### src/rtl/pipelined_long_divider_pkg.sv
// -----------------------------------------------------------------------------
// pipelined_long_divider_pkg
// Shared helpers for the pipelined long divider.
// Contents:
//   is_pow2 - constant function used for elaboration-time parameter checks.
// -----------------------------------------------------------------------------
package pipelined_long_divider_pkg;

  // True when value is a positive power of two.
  function automatic bit is_pow2(input int value);
    return (value > 32'sd0) && ((value & (value - 32'sd1)) == 32'sd0);
  endfunction

endpackage

### src/rtl/pipelined_long_divider_stage.sv
// -----------------------------------------------------------------------------
// pipelined_long_divider_stage
// Combinational slice of a restoring long divider that resolves
// BITS_PER_STAGE quotient bits, MSB first.
// Ports:
//   partial_rem  - partial remainder entering the slice
//   partial_word - dividend/quotient shift word: the top bits still hold
//                  unconsumed dividend bits, the low bits hold resolved
//                  quotient bits
//   divisor      - divisor for this operation
//   next_rem     - partial remainder leaving the slice
//   next_word    - shift word after BITS_PER_STAGE bits have been resolved
// -----------------------------------------------------------------------------
module pipelined_long_divider_stage
  import pipelined_long_divider_pkg::*;
#(
  parameter int DATA_WIDTH     = 16,
  parameter int BITS_PER_STAGE = 4
) (
  input  logic [DATA_WIDTH-1:0] partial_rem,
  input  logic [DATA_WIDTH-1:0] partial_word,
  input  logic [DATA_WIDTH-1:0] divisor,
  output logic [DATA_WIDTH-1:0] next_rem,
  output logic [DATA_WIDTH-1:0] next_word
);

  localparam int REM_WIDTH = DATA_WIDTH + 1;

  // Restoring division steps, unrolled over the bits owned by this slice.
  always_comb begin
    logic [REM_WIDTH-1:0]  trial_s;
    logic [REM_WIDTH-1:0]  diff_s;
    logic [DATA_WIDTH-1:0] rem_s;
    logic [DATA_WIDTH-1:0] word_s;
    rem_s   = partial_rem;
    word_s  = partial_word;
    trial_s = '0;
    diff_s  = '0;
    for (int i = 0; i < BITS_PER_STAGE; i++) begin
      // The next dividend bit is always the MSB of the shift word; the
      // resolved quotient bit enters at the LSB, so after DATA_WIDTH steps
      // the word holds the full quotient.
      trial_s = {rem_s, word_s[DATA_WIDTH-1]};
      diff_s  = trial_s - {1'b0, divisor};
      if (trial_s >= {1'b0, divisor}) begin
        // The difference is below the divisor, so it fits DATA_WIDTH bits.
        rem_s  = diff_s[DATA_WIDTH-1:0];
        word_s = {word_s[DATA_WIDTH-2:0], 1'b1};
      end else begin
        // trial < divisor keeps the top bit clear.
        rem_s  = trial_s[DATA_WIDTH-1:0];
        word_s = {word_s[DATA_WIDTH-2:0], 1'b0};
      end
    end
    next_rem  = rem_s;
    next_word = word_s;
  end

endmodule

### src/rtl/pipelined_long_divider.sv
// -----------------------------------------------------------------------------
// pipelined_long_divider
// Streaming unsigned restoring divider with PIPELINE_DEPTH registered stages.
// One operation per enabled cycle, no backpressure, latency PIPELINE_DEPTH
// enabled cycles. Divide by zero yields quotient all ones, remainder dividend.
// Ports:
//   clk_i            - clock
//   rst_i            - synchronous active-high reset (overrides clk_en_i)
//   clk_en_i         - pipeline advance enable; 0 freezes every stage
//   dividend_i       - unsigned dividend
//   divisor_i        - unsigned divisor
//   data_valid_i     - operands valid this cycle
//   quotient_o       - quotient from the final stage register
//   remainder_o      - remainder from the final stage register
//   data_valid_o     - quotient_o / remainder_o valid
//   divide_by_zero_o - (only with PIPELINED_LONG_DIVIDER_DBZ_FLAG_EN) divisor
//                      was zero for the operation on the outputs
// Build option:
//   PIPELINED_LONG_DIVIDER_DBZ_FLAG_EN - adds divide_by_zero_o.
// -----------------------------------------------------------------------------
module pipelined_long_divider
  import pipelined_long_divider_pkg::*;
#(
  parameter int DATA_WIDTH     = 16,
  parameter int PIPELINE_DEPTH = 4
) (
  input  logic                  clk_i,
  input  logic                  rst_i,
  input  logic                  clk_en_i,
  input  logic [DATA_WIDTH-1:0] dividend_i,
  input  logic [DATA_WIDTH-1:0] divisor_i,
  input  logic                  data_valid_i,
  output logic [DATA_WIDTH-1:0] quotient_o,
  output logic [DATA_WIDTH-1:0] remainder_o,
  output logic                  data_valid_o
`ifdef PIPELINED_LONG_DIVIDER_DBZ_FLAG_EN
  ,
  output logic                  divide_by_zero_o
`endif
);

  localparam int BITS_PER_STAGE = DATA_WIDTH / PIPELINE_DEPTH;

  if ((DATA_WIDTH % PIPELINE_DEPTH) != 0) begin : g_bad_depth_divide
    $error("PIPELINE_DEPTH must divide DATA_WIDTH");
  end
  if ((PIPELINE_DEPTH < 1) || (PIPELINE_DEPTH > DATA_WIDTH)) begin : g_bad_depth_range
    $error("PIPELINE_DEPTH must lie in 1..DATA_WIDTH");
  end
  if (!is_pow2(DATA_WIDTH)) begin : g_bad_width
    $error("DATA_WIDTH must be a power of two");
  end

  // Stage registers.
  logic [DATA_WIDTH-1:0]     rem_r     [PIPELINE_DEPTH];
  logic [DATA_WIDTH-1:0]     word_r    [PIPELINE_DEPTH];
  logic [DATA_WIDTH-1:0]     divisor_r [PIPELINE_DEPTH];
  logic [PIPELINE_DEPTH-1:0] valid_r;

  // Stage inputs and combinational results.
  logic [DATA_WIDTH-1:0] stage_rem_s     [PIPELINE_DEPTH];
  logic [DATA_WIDTH-1:0] stage_word_s    [PIPELINE_DEPTH];
  logic [DATA_WIDTH-1:0] stage_divisor_s [PIPELINE_DEPTH];
  logic [DATA_WIDTH-1:0] next_rem_s      [PIPELINE_DEPTH];
  logic [DATA_WIDTH-1:0] next_word_s     [PIPELINE_DEPTH];

  for (genvar k = 0; k < PIPELINE_DEPTH; k++) begin : g_stage
    if (k == 0) begin : g_first
      // Stage 0 starts from a zero remainder with the whole dividend unconsumed.
      assign stage_rem_s[k]     = '0;
      assign stage_word_s[k]    = dividend_i;
      assign stage_divisor_s[k] = divisor_i;
    end else begin : g_next
      assign stage_rem_s[k]     = rem_r[k-1];
      assign stage_word_s[k]    = word_r[k-1];
      assign stage_divisor_s[k] = divisor_r[k-1];
    end

    pipelined_long_divider_stage #(
      .DATA_WIDTH     (DATA_WIDTH),
      .BITS_PER_STAGE (BITS_PER_STAGE)
    ) u_stage (
      .partial_rem  (stage_rem_s[k]),
      .partial_word (stage_word_s[k]),
      .divisor      (stage_divisor_s[k]),
      .next_rem     (next_rem_s[k]),
      .next_word    (next_word_s[k])
    );
  end

  // Pipeline advance: reset clears everything, clk_en_i = 0 holds everything.
  always_ff @(posedge clk_i) begin
    if (rst_i) begin
      for (int k = 0; k < PIPELINE_DEPTH; k++) begin
        rem_r[k]     <= '0;
        word_r[k]    <= '0;
        divisor_r[k] <= '0;
      end
      valid_r <= '0;
    end else if (clk_en_i) begin
      for (int k = 0; k < PIPELINE_DEPTH; k++) begin
        rem_r[k]     <= next_rem_s[k];
        word_r[k]    <= next_word_s[k];
        divisor_r[k] <= stage_divisor_s[k];
      end
      valid_r[0] <= data_valid_i;
      for (int k = 1; k < PIPELINE_DEPTH; k++) begin
        valid_r[k] <= valid_r[k-1];
      end
    end
  end

  assign quotient_o   = word_r[PIPELINE_DEPTH-1];
  assign remainder_o  = rem_r[PIPELINE_DEPTH-1];
  assign data_valid_o = valid_r[PIPELINE_DEPTH-1];

`ifdef PIPELINED_LONG_DIVIDER_DBZ_FLAG_EN
  logic [PIPELINE_DEPTH-1:0] dbz_r;

  // Zero-divisor flag, qualified by valid at entry so it never fires on bubbles.
  always_ff @(posedge clk_i) begin
    if (rst_i) begin
      dbz_r <= '0;
    end else if (clk_en_i) begin
      dbz_r[0] <= data_valid_i && (divisor_i == '0);
      for (int k = 1; k < PIPELINE_DEPTH; k++) begin
        dbz_r[k] <= dbz_r[k-1];
      end
    end
  end

  assign divide_by_zero_o = dbz_r[PIPELINE_DEPTH-1];
`endif

endmodule

### config.mk
export PLATFORM = sky130hd
export DESIGN_NAME = pipelined_long_divider
export DESIGN_NICKNAME = d
export VERILOG_FILES = /design/src/rtl/pipelined_long_divider_pkg.sv /design/src/rtl/pipelined_long_divider_stage.sv /design/src/rtl/pipelined_long_divider.sv
export SDC_FILE = /design/constraint.sdc
export NUM_CORES = 1
export LEC_CHECK = 0
export ABC_AREA = 1
export BUFFER_PORTS_ARGS = -buffer_cell sky130_fd_sc_hd__buf_4
export CORE_MARGIN = 8
export CORE_UTILIZATION = 25
export DETAILED_ROUTE_END_ITERATION = 16
export GPL_ROUTABILITY_DRIVEN = 0
export PLACE_DENSITY = 0.42
export SETUP_SLACK_MARGIN = 0.3
export SLEW_MARGIN = 20
export SYNTH_ARGS = -nofsm -noshare
export SYNTH_HDL_FRONTEND = slang
export SYNTH_SLANG_ARGS = --single-unit
export TNS_END_PERCENT = 30
### constraint.sdc
create_clock -name clk_i -period 6.9 [get_ports clk_i]
set_input_delay 0 -clock clk_i [delete_from_list [all_inputs] [get_ports clk_i]]
set_output_delay 0 -clock clk_i [all_outputs]
set_load 0.1 [all_outputs]
# After elaboration in Yosys (flattened, before gate mapping)

Memory sizes are Yosys's and may differ from the RTL's.
Index checks and enable logic that the tools add are counted.

Output and inout bits: 33
Memories: 3
Register bits after elaboration: 4
Memory bits (writable): 192
Logic and storage cells: 97

Memories:

| memory    | words | bits a word | rd ports | clocked after memory_dff | wr ports | line                         | source |
|---|---|---|---|---|---|---|---|
| divisor_r | 4     | 16          | 3        | 0                        | 4        | pipelined_long_divider.sv:57 | `logic [DATA_WIDTH-1:0] divisor_r [PIPELINE_DEPTH];` |
| rem_r     | 4     | 16          | 4        | 0                        | 4        | pipelined_long_divider.sv:55 | `logic [DATA_WIDTH-1:0] rem_r [PIPELINE_DEPTH];` |
| word_r    | 4     | 16          | 4        | 0                        | 4        | pipelined_long_divider.sv:56 | `logic [DATA_WIDTH-1:0] word_r [PIPELINE_DEPTH];` |

Add/subtract/negate cells: 16
Order comparisons: 16
Multiplexer cells: 49
Bitwise operators: 12

Operator list:

| cell           | number |
|---|---|
| $mux 16        | 28 |
| $ge 17x16->1   | 15 |
| $sub 16x16->16 | 15 |
| $mux 1         | 21 |
| $ge 1x16->1    | 1 |
| $sub 1x16->16  | 1 |
| $or 1x1->1     | 12 |

# Depth between registers and ports, before layout

Gate-level depths: netlist of the first run.
An unclocked memory read counts as a cell.

Word-level depth: 10
Mapped depth: 56
Gate-level depth less buffers: 52

# Cells and area by module

A second synthesis of the first run with hierarchy kept.

Cell total of the unflattened synthesis: 3,363
Area, all modules: 23,178.5 µm²

By module, submodules not included:

| module                                                 | cells each | area each (µm²) | times used |
|---|---|---|---|
| pipelined_long_divider_stage at g_stage[0].u_stage ... | 673        | 3,986.3         | 3 |
| pipelined_long_divider                                 | 568        | 6,874.1         | 1 |
| pipelined_long_divider_stage at g_stage[1].u_stage     | 776        | 4,345.4         | 1 |

# Worst setup path after synthesis of the first run

Ideal clock, no wire load.

Path kind: reg2reg
Start: memory divisor_r[2][1], in the netlist divisor_r[0][33]
End: memory rem_r[3][10] (data pin)
Data arrival time: 6.980 ns
Slack: -0.346 ns
Period minus slack after synthesis: 7.246 ns
Path buffers: 5
Stages on the path, launching flop included: 52
Cell sequence: edfxtp_1 inv_1 ha_1 nand2_1 nor2_1 nand3_1 nand3_2 nand3_2 nand2_2 buf_2 buf_2 nand2_1 o21ai_0 inv_1 ha_1 a21oi_1 a21boi_1 o21ai_1 (+16 left out) nand2_4 buf_4 nand2_1 nand2_1 inv_1 ha_1 a21oi_1 nand2_1 nand3_1 o2111ai_1 a21oi_1 nor2_1 nor2_1 inv_1 nor2_2 nand3_1 nand2_1 nor2_1

RTL lines:

| item        | line |
|---|---|
| from (decl) | pipelined_long_divider.sv:57 |
| to (decl)   | pipelined_long_divider.sv:55 |

==> impl_metrics.csv, run 1 <==
group,metric,value,unit
run_status,status,"finished with violations",
yosys,seq_area_frac_synth,0.252,
yosys,ys_ff_latch,180,
global_route,grt_pass1_wl,127000,um
worst_setup_path,critPathMaxFanout,7,
sta,tightest_slew,0.897,ns
yosys,avgSynthCellArea,6.80,um2
worst_setup_path,worstSetupPathType,"register to register",
min_path,worstHoldPathType,"input pin to register",
drt,wl_per_cell,15.2,um
die,die_h,308,um
cells_and_area,final_common_cell,"buf_4",
yosys,netlist_top_cells_area,"edfxtp_1 (25%), nand2_1 (15%), ha_1 (14%)",
global_route,grt_max_degree,129,
worst_setup_path,crit_slowest_cell,"edfxtp_1",
yosys,yosys.area.top_type,"edfxtp_1",
clock_network,cts_tree,"done",
yosys,ys_types,55,
drt,routed_via_density,4.39,
drt,vias,23600,
cells_and_area,regArea,5370,um2
yosys,synth_flop_cell,"edfxtp_1",
cells_and_area,final_cell_mix,"buf_4 (1064), nand2_1 (763), inv_1 (407)",
clock_network,cts.sinks,180,
cells_and_area,nFillCells,8974,
yosys,syn_area,21300,um2
die,ios,69,
sta,fmax,0.140,GHz
worst_setup_path,worstPathRequired,7.14,ns
cells_and_area,final_layout_size_suffix_gt1_frac,0.390,
run_status,violations,"negative setup slack",
global_route,grt_usage,0.168,
placed_design,hpwl,64200,um
drt,first_iter_violations,1226,
sta,slew_violations,0,
clock_network,ctsHtreeMaxLevel,4,
die,die_w,308,um
yosys,async_reset_ff_frac,0,
run,cap_viol_max_count,0,
drt,wl_met3,2400,um
global_route,antenna_found_initial,1,
clock_network,clockBufferDepth,2,
drt,drtAntennaViolNets,0,
worst_setup_path,worstPathArrival,7.38,ns
sta,fin_crit,7.14,ns
sta,timing.final.ws_setup,-0.239,ns
sta,clock_skew,0.0267,ns
clock_network,clock_latency,0.50,ns
clock_network,root_buffer,"clkbuf_16",
cells_and_area,final_util,0.410,
cells_and_area,multiInputGateArea,16700,um2
cells_and_area,area_delta_synth_final,63.0,%
worst_setup_path,worst_path_largest_cell_delay,0.45,ns
sta,rsz0062_at_grt,"yes",
yosys,synth_edf_count,176,
yosys,syn_nets,3428,
placed_design,port_buffers,68,
worst_setup_path,cp-start-kind,"register",
yosys,yosysWarnings,0,
drt,drc,0,
drt,wirelength,81700,um
worst_setup_path,end_kind,"register",
global_route,overflow,0,
global_route,grt_pass1_vias,23600,
clock_network,cts_made_buffers,17,
yosys,syn_inst,3135,
sta,finalSetupViolCount,37,
die,core_area,84900,um2
sta,period_share,1.03,
die,initial_utilization,0.251,
clock_network,cts.clk_slew.worst_paths,0.10,ns
drt,wl_met1,39600,um
die,dieArea,94900,um2
yosys,yosysTopAreaCellShare,0.248,
sta,hold_violations,0,
sta,relSlewSlack,0.402,
drt,dr.pass1.iters,5,
drt,wl_met2,38000,um
cells_and_area,final_nets,4521,
die,rows,107,
drt,top_layer_used,"met4",
-- state kept, by name, indices dropped and copies added (netlist names) --
signal     count
rem_r         64
word_r        64
valid_r        4
divisor_r     48
-- final timing paths --
| kind | endpoint | startpoint | cells after the start | slack [ns] |
|---|---|---|---|---|
| setup / recovery | rem_r[3][14] | rem_r[2][11] | 52 | -0.24 |
| hold / removal | divisor_r[0][11] | divisor_i[11] | 3 | 0.05 |
| setup reg to reg | rem_r[3][14] | rem_r[2][11] | 52 | -0.24 |
| hold reg to reg | valid_r[2] | valid_r[1] | 2 | 0.48 |
-- per-layer routing --
layer | up-vias | track usage
met2 | 294 | 0.285
met1 | 10800 | 0.227
li1 | 12500 | -
met5 | - | 0
met4 | 0 | 0.0398
met3 | 83 | 0.0200
-- metrics by stage --
stage	setup slack (ns)	hold slack (ns)	cells	setup TNS, ns	area [um2]
final	-0.239	0.0467	5386	-4.31	34800
after global routing	-0.686	0.0360	5385	-30.14	34800
after CTS	-0.0925	0.00941	5345	-1.95	33200
after detailed placement	-0.948	0.208	5203	-37.23	30200
after global placement	-0.919	0.207	5203	-34.28	30200
after floorplan	0.256	0.113	3135	0	21600
-- worst max-delay path, delay by kind of cell, from the launching register on --
| kind | cells | cell delay (ns) |
|---|---|---|
| buf+inv | 11 | 1.24 |
| fa+ha+maj | 4 | 1.09 |
| flops | 1 | 0.45 |
| simple gates | 30 | 2.91 |
| compound gates | 7 | 1.14 |
-- Yosys cell counts, types with 34 or more instances --
cell type,instances
inv_1,462
nand3_1,183
ha_1,242
xor2_1,72
nand4_1,53
a21oi_1,194
o21ai_0,140
edfxtp_1,176
nor2_1,334
nand2_1,866
o21ai_1,34
xnor2_1,112
-- cells by family after synthesis --
kind of cell    after synthesis  synth area share
simple gates               1525             0.302
xor+xnor                    184            0.0756
flops                       180             0.252
compound gates              450             0.115
fa+ha+maj                   257             0.156
buf+inv                     539            0.0999
-- layout make-up --
cell class | count | area share
Inverter | 475 | 0.0519
Tap cell | 1144 | 0.0412
Clock buffer | 17 | 0.0122
Timing Repair Buffer | 1129 | 0.254
Multi-Input combinational cell | 2425 | 0.480
Antenna cell | 1 | 0.0000720
Sequential cell | 180 | 0.154
Clock inverter | 15 | 0.00651
-- timing repair --
item	in CTS	in global routing
hold buffers	27	0
pin swaps	96	121
endpoints found under the setup margin	54	68
gates cloned	8	5
buffers inserted	75	35
gates resized for setup	296	283
endpoints found under the hold margin	26	0
Power of run 1 is left out: the tool's default activity adds up to more than one toggle a clock period on the data nets, which glitch-free logic cannot reach.
==> run 2: changes to the inputs <==
- CTS_BUF_LIST: not set -> sky130_fd_sc_hd__clkbuf_4 sky130_fd_sc_hd__clkbuf_8
==> impl_metrics.csv, run 2 (same netlist as run 1, synthesis figures left out) <==
group,metric,value,unit
cells_and_area,final_common_cell,"buf_4",
sta,fin_crit,7.01,ns
sta,timing.final.ws_setup,-0.114,ns
placed_design,port_buffers,68,
global_route,grt_pass1_vias,23600,
drt,wl_met1,40000,um
drt,dr.pass1.iters,5,
worst_setup_path,critPathMaxFanout,8,
worst_setup_path,r2r-start,"rem_r[2][11]",
run_status,violations,"negative setup slack",
global_route,grt_pass1_wl,127000,um
worst_setup_path,end_kind,"register",
run_status,status,"finished with violations",
worst_setup_path,cp-start-kind,"register",
drt,first_iter_violations,1273,
sta,relSlewSlack,0.390,
drt,drc,0,
placed_design,post-place-ws,-0.948,ns
clock_network,cts.sinks,180,
sta,clock_skew,0.0396,ns
worst_setup_path,worstPathArrival,7.34,ns
die,dieArea,94900,um2
drt,wirelength,83000,um
sta,rsz0062_at_grt,"yes",
min_path,worstHoldPathType,"input pin to register",
min_path,hold_depth,6,
global_route,antenna_found_initial,3,
drt,top_layer_used,"met4",
drt,wl_met2,39100,um
worst_setup_path,crit_top_cell,"buf_4",
cells_and_area,regArea,5370,um2
cells_and_area,final_nets,4567,
worst_setup_path,rr_worst_depth,48,
die,rows,107,
global_route,overflow,0,
die,die_h,308,um
worst_setup_path,r2r-end,"rem_r[3][12]",
global_route,grt_usage,0.168,
cells_and_area,top_regs,"rem_r (64), word_r (64), divisor_r (48)",
cells_and_area,nFillCells,8896,
sta,period_share,1.02,
cells_and_area,stdcell_count,5434,
sta,slew_violations,0,
cells_and_area,final_cell_mix,"buf_4 (1091), nand2_1 (733), inv_1 (387)",
sta,hold_violations,0,
global_route,grt_max_degree,129,
clock_network,root_buffer,"clkbuf_8",
clock_network,cts_made_buffers,17,
drt,routed_via_density,4.41,
min_path,holdPathEnd,"rem_r[0][1]",
placed_design,placed_cells,5203,
die,die_w,308,um
worst_setup_path,regToRegSetupSlack,-0.11,ns
clock_network,clock_latency,0.57,ns
clock_network,cts_tree,"done",
cells_and_area,multiInputGateArea,17000,um2
clock_network,cts.clk_slew.worst_paths,0.15,ns
worst_setup_path,crit_slowest_cell,"edfxtp_1",
clock_network,clockBufferDepth,2,
die,initial_utilization,0.251,
worst_setup_path,worstPathRequired,7.22,ns
die,core_area,84900,um2
drt,drtAntennaViolNets,0,
cells_and_area,final_layout_size_suffix_gt1_frac,0.418,
worst_setup_path,worst_path_largest_cell_delay,0.46,ns
run,cap_viol_max_count,0,
drt,vias,24000,
drt,wl_met3,2350,um
placed_design,hpwl,64200,um
worst_setup_path,worstSetupPathType,"register to register",
min_path,holdCritStartpoint,"dividend_i[13]",
cells_and_area,area_delta_synth_final,65.6,%
sta,fmax,0.143,GHz
sta,finalSetupViolCount,40,
die,ios,69,
clock_network,ctsHtreeMaxLevel,4,
drt,wl_per_cell,15.3,um
sta,tightest_slew,0.915,ns
## run 2: cell count changes in the layout (fill, tap and decap cells not counted), sizes merged
cell	before	now
buf	1100	1140
bufbuf	1	0
clkbuf	18	20
diode	1	3
dlygate4sd3	27	31
nand3	198	199
## run 2: worst max path at each step
stage / from / to / slack [ns] / cells after the start
6_report: rem_r[2][11] / rem_r[3][12] / -0.11 / 48
2_1_floorplan: divisor_r[0][18] / rem_r[2][12] / 0.26 / 51
3_3_place_gp: rem_r[0][13] / rem_r[1][6] / -0.92 / 43
5_1_grt: rem_r[2][11] / rem_r[3][12] / -0.52 / 48
4_1_cts: word_r[0][15] / rem_r[1][2] / -0.17 / 50
3_5_place_dp: rem_r[0][13] / rem_r[1][5] / -0.95 / 43
## run 2: stage by stage
stage,util,setup TNS [ns],hold WS [ns],instance area [um2]
floorplan,-,0,0.113,21600
global placement,0.355,-34.28,0.207,30200
detailed placement,0.355,-37.23,0.208,30200
CTS,0.386,-5.86,0.0457,32800
global route,0.416,-22.80,0.0375,35300
finish,0.416,-2.04,0.0667,35300
## run 2: area by class of cell
type,count,share of cell area
Tap cell,1144,0.0405
Clock buffer,17,0.00662
Sequential cell,180,0.152
Antenna cell,3,0.000213
Inverter,475,0.0513
Multi-Input combinational cell,2426,0.482
Clock inverter,15,0.00641
Timing Repair Buffer,1174,0.261
## run 2: timing repair
| item | 4_1_cts | 5_1_grt |
|---|---|---|
| gates cloned | 9 | 6 |
| hold endpoints to repair | 32 | 0 |
| endpoints found under the setup margin | 51 | 68 |
| hold buffers | 32 | 0 |
| pin swaps | 100 | 199 |
| buffers inserted | 87 | 62 |
| gates resized for setup | 234 | 476 |
## run 2: critical path, delay by kind of cell (launching register included)
| family | cells | cell delay [ns] |
|---|---|---|
| flops | 1 | 0.46 |
| buf+inv | 18 | 2.10 |
| fa+ha+maj | 3 | 0.87 |
| simple gates | 21 | 2.26 |
| compound gates | 6 | 1.06 |
## run 2: routing by layer
| layer | up-vias | track usage |
|---|---|---|
| met4 | 0 | 0.0366 |
| met1 | 11000 | 0.227 |
| met2 | 297 | 0.285 |
| met5 | - | 0 |
| li1 | 12600 | - |
| met3 | 65 | 0.0210 |
Power of run 2 is left out for the same reason.
==> run 3: changes to the inputs <==
- CORE_UTILIZATION: 25 -> 40
- PLACE_DENSITY: 0.42 -> 0.59
==> impl_metrics.csv, run 3 (same netlist as run 1, synthesis figures left out) <==
group,metric,value,unit
run_status,violations,"negative setup slack",
worst_setup_path,rr_worst_depth,42,
clock_network,ctsHtreeMaxLevel,4,
global_route,overflow,0,
drt,wl_per_cell,16.0,um
worst_setup_path,worst_path_largest_cell_delay,0.47,ns
min_path,worstHoldPathType,"input pin to register",
worst_setup_path,crit_top_cell,"nand2_1",
drt,first_iter_violations,1531,
global_route,grt_max_degree,91,
cells_and_area,final_cell_mix,"buf_4 (838), nand2_1 (714), inv_1 (397)",
worst_setup_path,cp-start-kind,"register",
sta,fmax,0.141,GHz
die,die_h,247,um
drt,drc,0,
global_route,grt_pass1_vias,23700,
drt,dr.pass1.iters,6,
clock_network,cts_made_buffers,17,
sta,finalSetupViolCount,34,
drt,routed_via_density,5.17,
worst_setup_path,critPathMaxFanout,8,
die,die_w,247,um
die,dieArea,61000,um2
cells_and_area,top_regs,"rem_r (64), word_r (64), divisor_r (48)",
sta,slew_violations,0,
worst_setup_path,worstPathArrival,7.37,ns
cells_and_area,final_layout_size_suffix_gt1_frac,0.392,
drt,drtAntennaViolNets,0,
clock_network,clockBufferDepth,2,
die,core_area,52700,um2
cells_and_area,regArea,5370,um2
run,cap_viol_max_count,0,
worst_setup_path,crit_slowest_cell,"edfxtp_1",
cells_and_area,multiInputGateArea,17500,um2
global_route,antenna_found_initial,0,
cells_and_area,final_nets,4321,
worst_setup_path,regToRegSetupSlack,-0.21,ns
worst_setup_path,worstPathRequired,7.16,ns
worst_setup_path,end_kind,"register",
sta,period_share,1.03,
sta,clock_skew,0.0344,ns
placed_design,hpwl,55000,um
sta,tightest_slew,1.01,ns
worst_setup_path,r2r-end,"rem_r[2][10]",
global_route,grt_usage,0.233,
die,ios,69,
clock_network,root_buffer,"clkbuf_8",
sta,rsz0062_at_grt,"yes",
sta,hold_violations,0,
die,rows,84,
worst_setup_path,r2r-start,"rem_r[1][9]",
drt,wirelength,75900,um
sta,timing.final.ws_setup,-0.212,ns
sta,fin_crit,7.11,ns
clock_network,cts_tree,"done",
clock_network,clock_latency,0.56,ns
run_status,status,"finished with violations",
min_path,holdPathEnd,"rem_r[0][1]",
worst_setup_path,worstSetupPathType,"register to register",
clock_network,cts.sinks,180,
drt,vias,24500,
cells_and_area,area_delta_synth_final,56.5,%
min_path,hold_depth,5,
global_route,grt_pass1_wl,116000,um
clock_network,cts.clk_slew.worst_paths,0.11,ns
cells_and_area,final_util,0.634,
die,initial_utilization,0.405,
min_path,holdCritStartpoint,"divisor_i[1]",
cells_and_area,final_common_cell,"buf_4",
placed_design,port_buffers,68,
sta,relSlewSlack,0.329,
cells_and_area,nFillCells,4334,
[run 3: how the worst max path moves through the flow]
stage | cells past startpoint | start | slack, ns | to
after floorplan | 51 | divisor_r[0][18] | 0.26 | rem_r[2][12]
after global placement | 41 | rem_r[0][7] | -0.67 | rem_r[1][15]
after detailed placement | 42 | rem_r[0][1] | -0.71 | rem_r[1][0]
after CTS | 45 | rem_r[1][9] | 0.05 | rem_r[2][14]
after global routing | 47 | rem_r[0][4] | -0.58 | rem_r[1][0]
final | 42 | rem_r[1][9] | -0.21 | rem_r[2][10]
[run 3: metrics by stage]
| stage | TNS, ns | worst slack (ns) | area, um2 | instances | hold slack (ns) |
|---|---|---|---|---|---|
| finish | -5.83 | -0.212 | 33400 | 4730 | 0.0657 |
| global route | -21.00 | -0.582 | 33400 | 4729 | 0.0518 |
| CTS | 0 | 0.0466 | 31100 | 4666 | 0.0111 |
| detailed placement | -23.14 | -0.710 | 27700 | 4493 | 0.223 |
| global placement | -20.25 | -0.674 | 27700 | 4493 | 0.206 |
| floorplan | 0 | 0.256 | 21600 | 3135 | 0.113 |
[run 3: per-layer routing]
metal / up-vias / GRT usage / share of wire
li1: 12100 / - / -
met1: 11500 / 0.284 / 0.42
met2: 703 / 0.399 / 0.48
met3: 212 / 0.0398 / 0.048
met4: 0 / 0.101 / 0.046
met5: - / 0 / 0
[run 3: area by class of cell]
cell class / count / share of cell area
Antenna cell: 1 / 0.0000750
Sequential cell: 180 / 0.161
Multi-Input combinational cell: 2424 / 0.524
Tap cell: 688 / 0.0258
Clock inverter: 15 / 0.00510
Clock buffer: 17 / 0.00701
Timing Repair inverter: 2 / 0.000412
Inverter: 475 / 0.0546
Timing Repair Buffer: 928 / 0.222
[run 3: worst max-delay path, delay by kind of cell (launching register included)]
kind                     cells  cell delay (ns)
flip-flops                   1             0.47
buffers and inverters       11             1.35
XOR/XNOR                     1             0.14
AND/OR/NAND/NOR             21             2.88
adder cells (fa/ha/maj)      4             1.10
AO/OA/AOI/OAI                5             0.87
[run 3: repair_timing]
item	in CTS	in global routing
endpoints found under the hold margin	31	0
hold buffers	32	0
gates cloned	15	2
resized for setup	384	414
setup endpoints to repair	51	68
setup buffers	94	61
pin swaps	122	176
Power of run 3 is left out for the same reason.
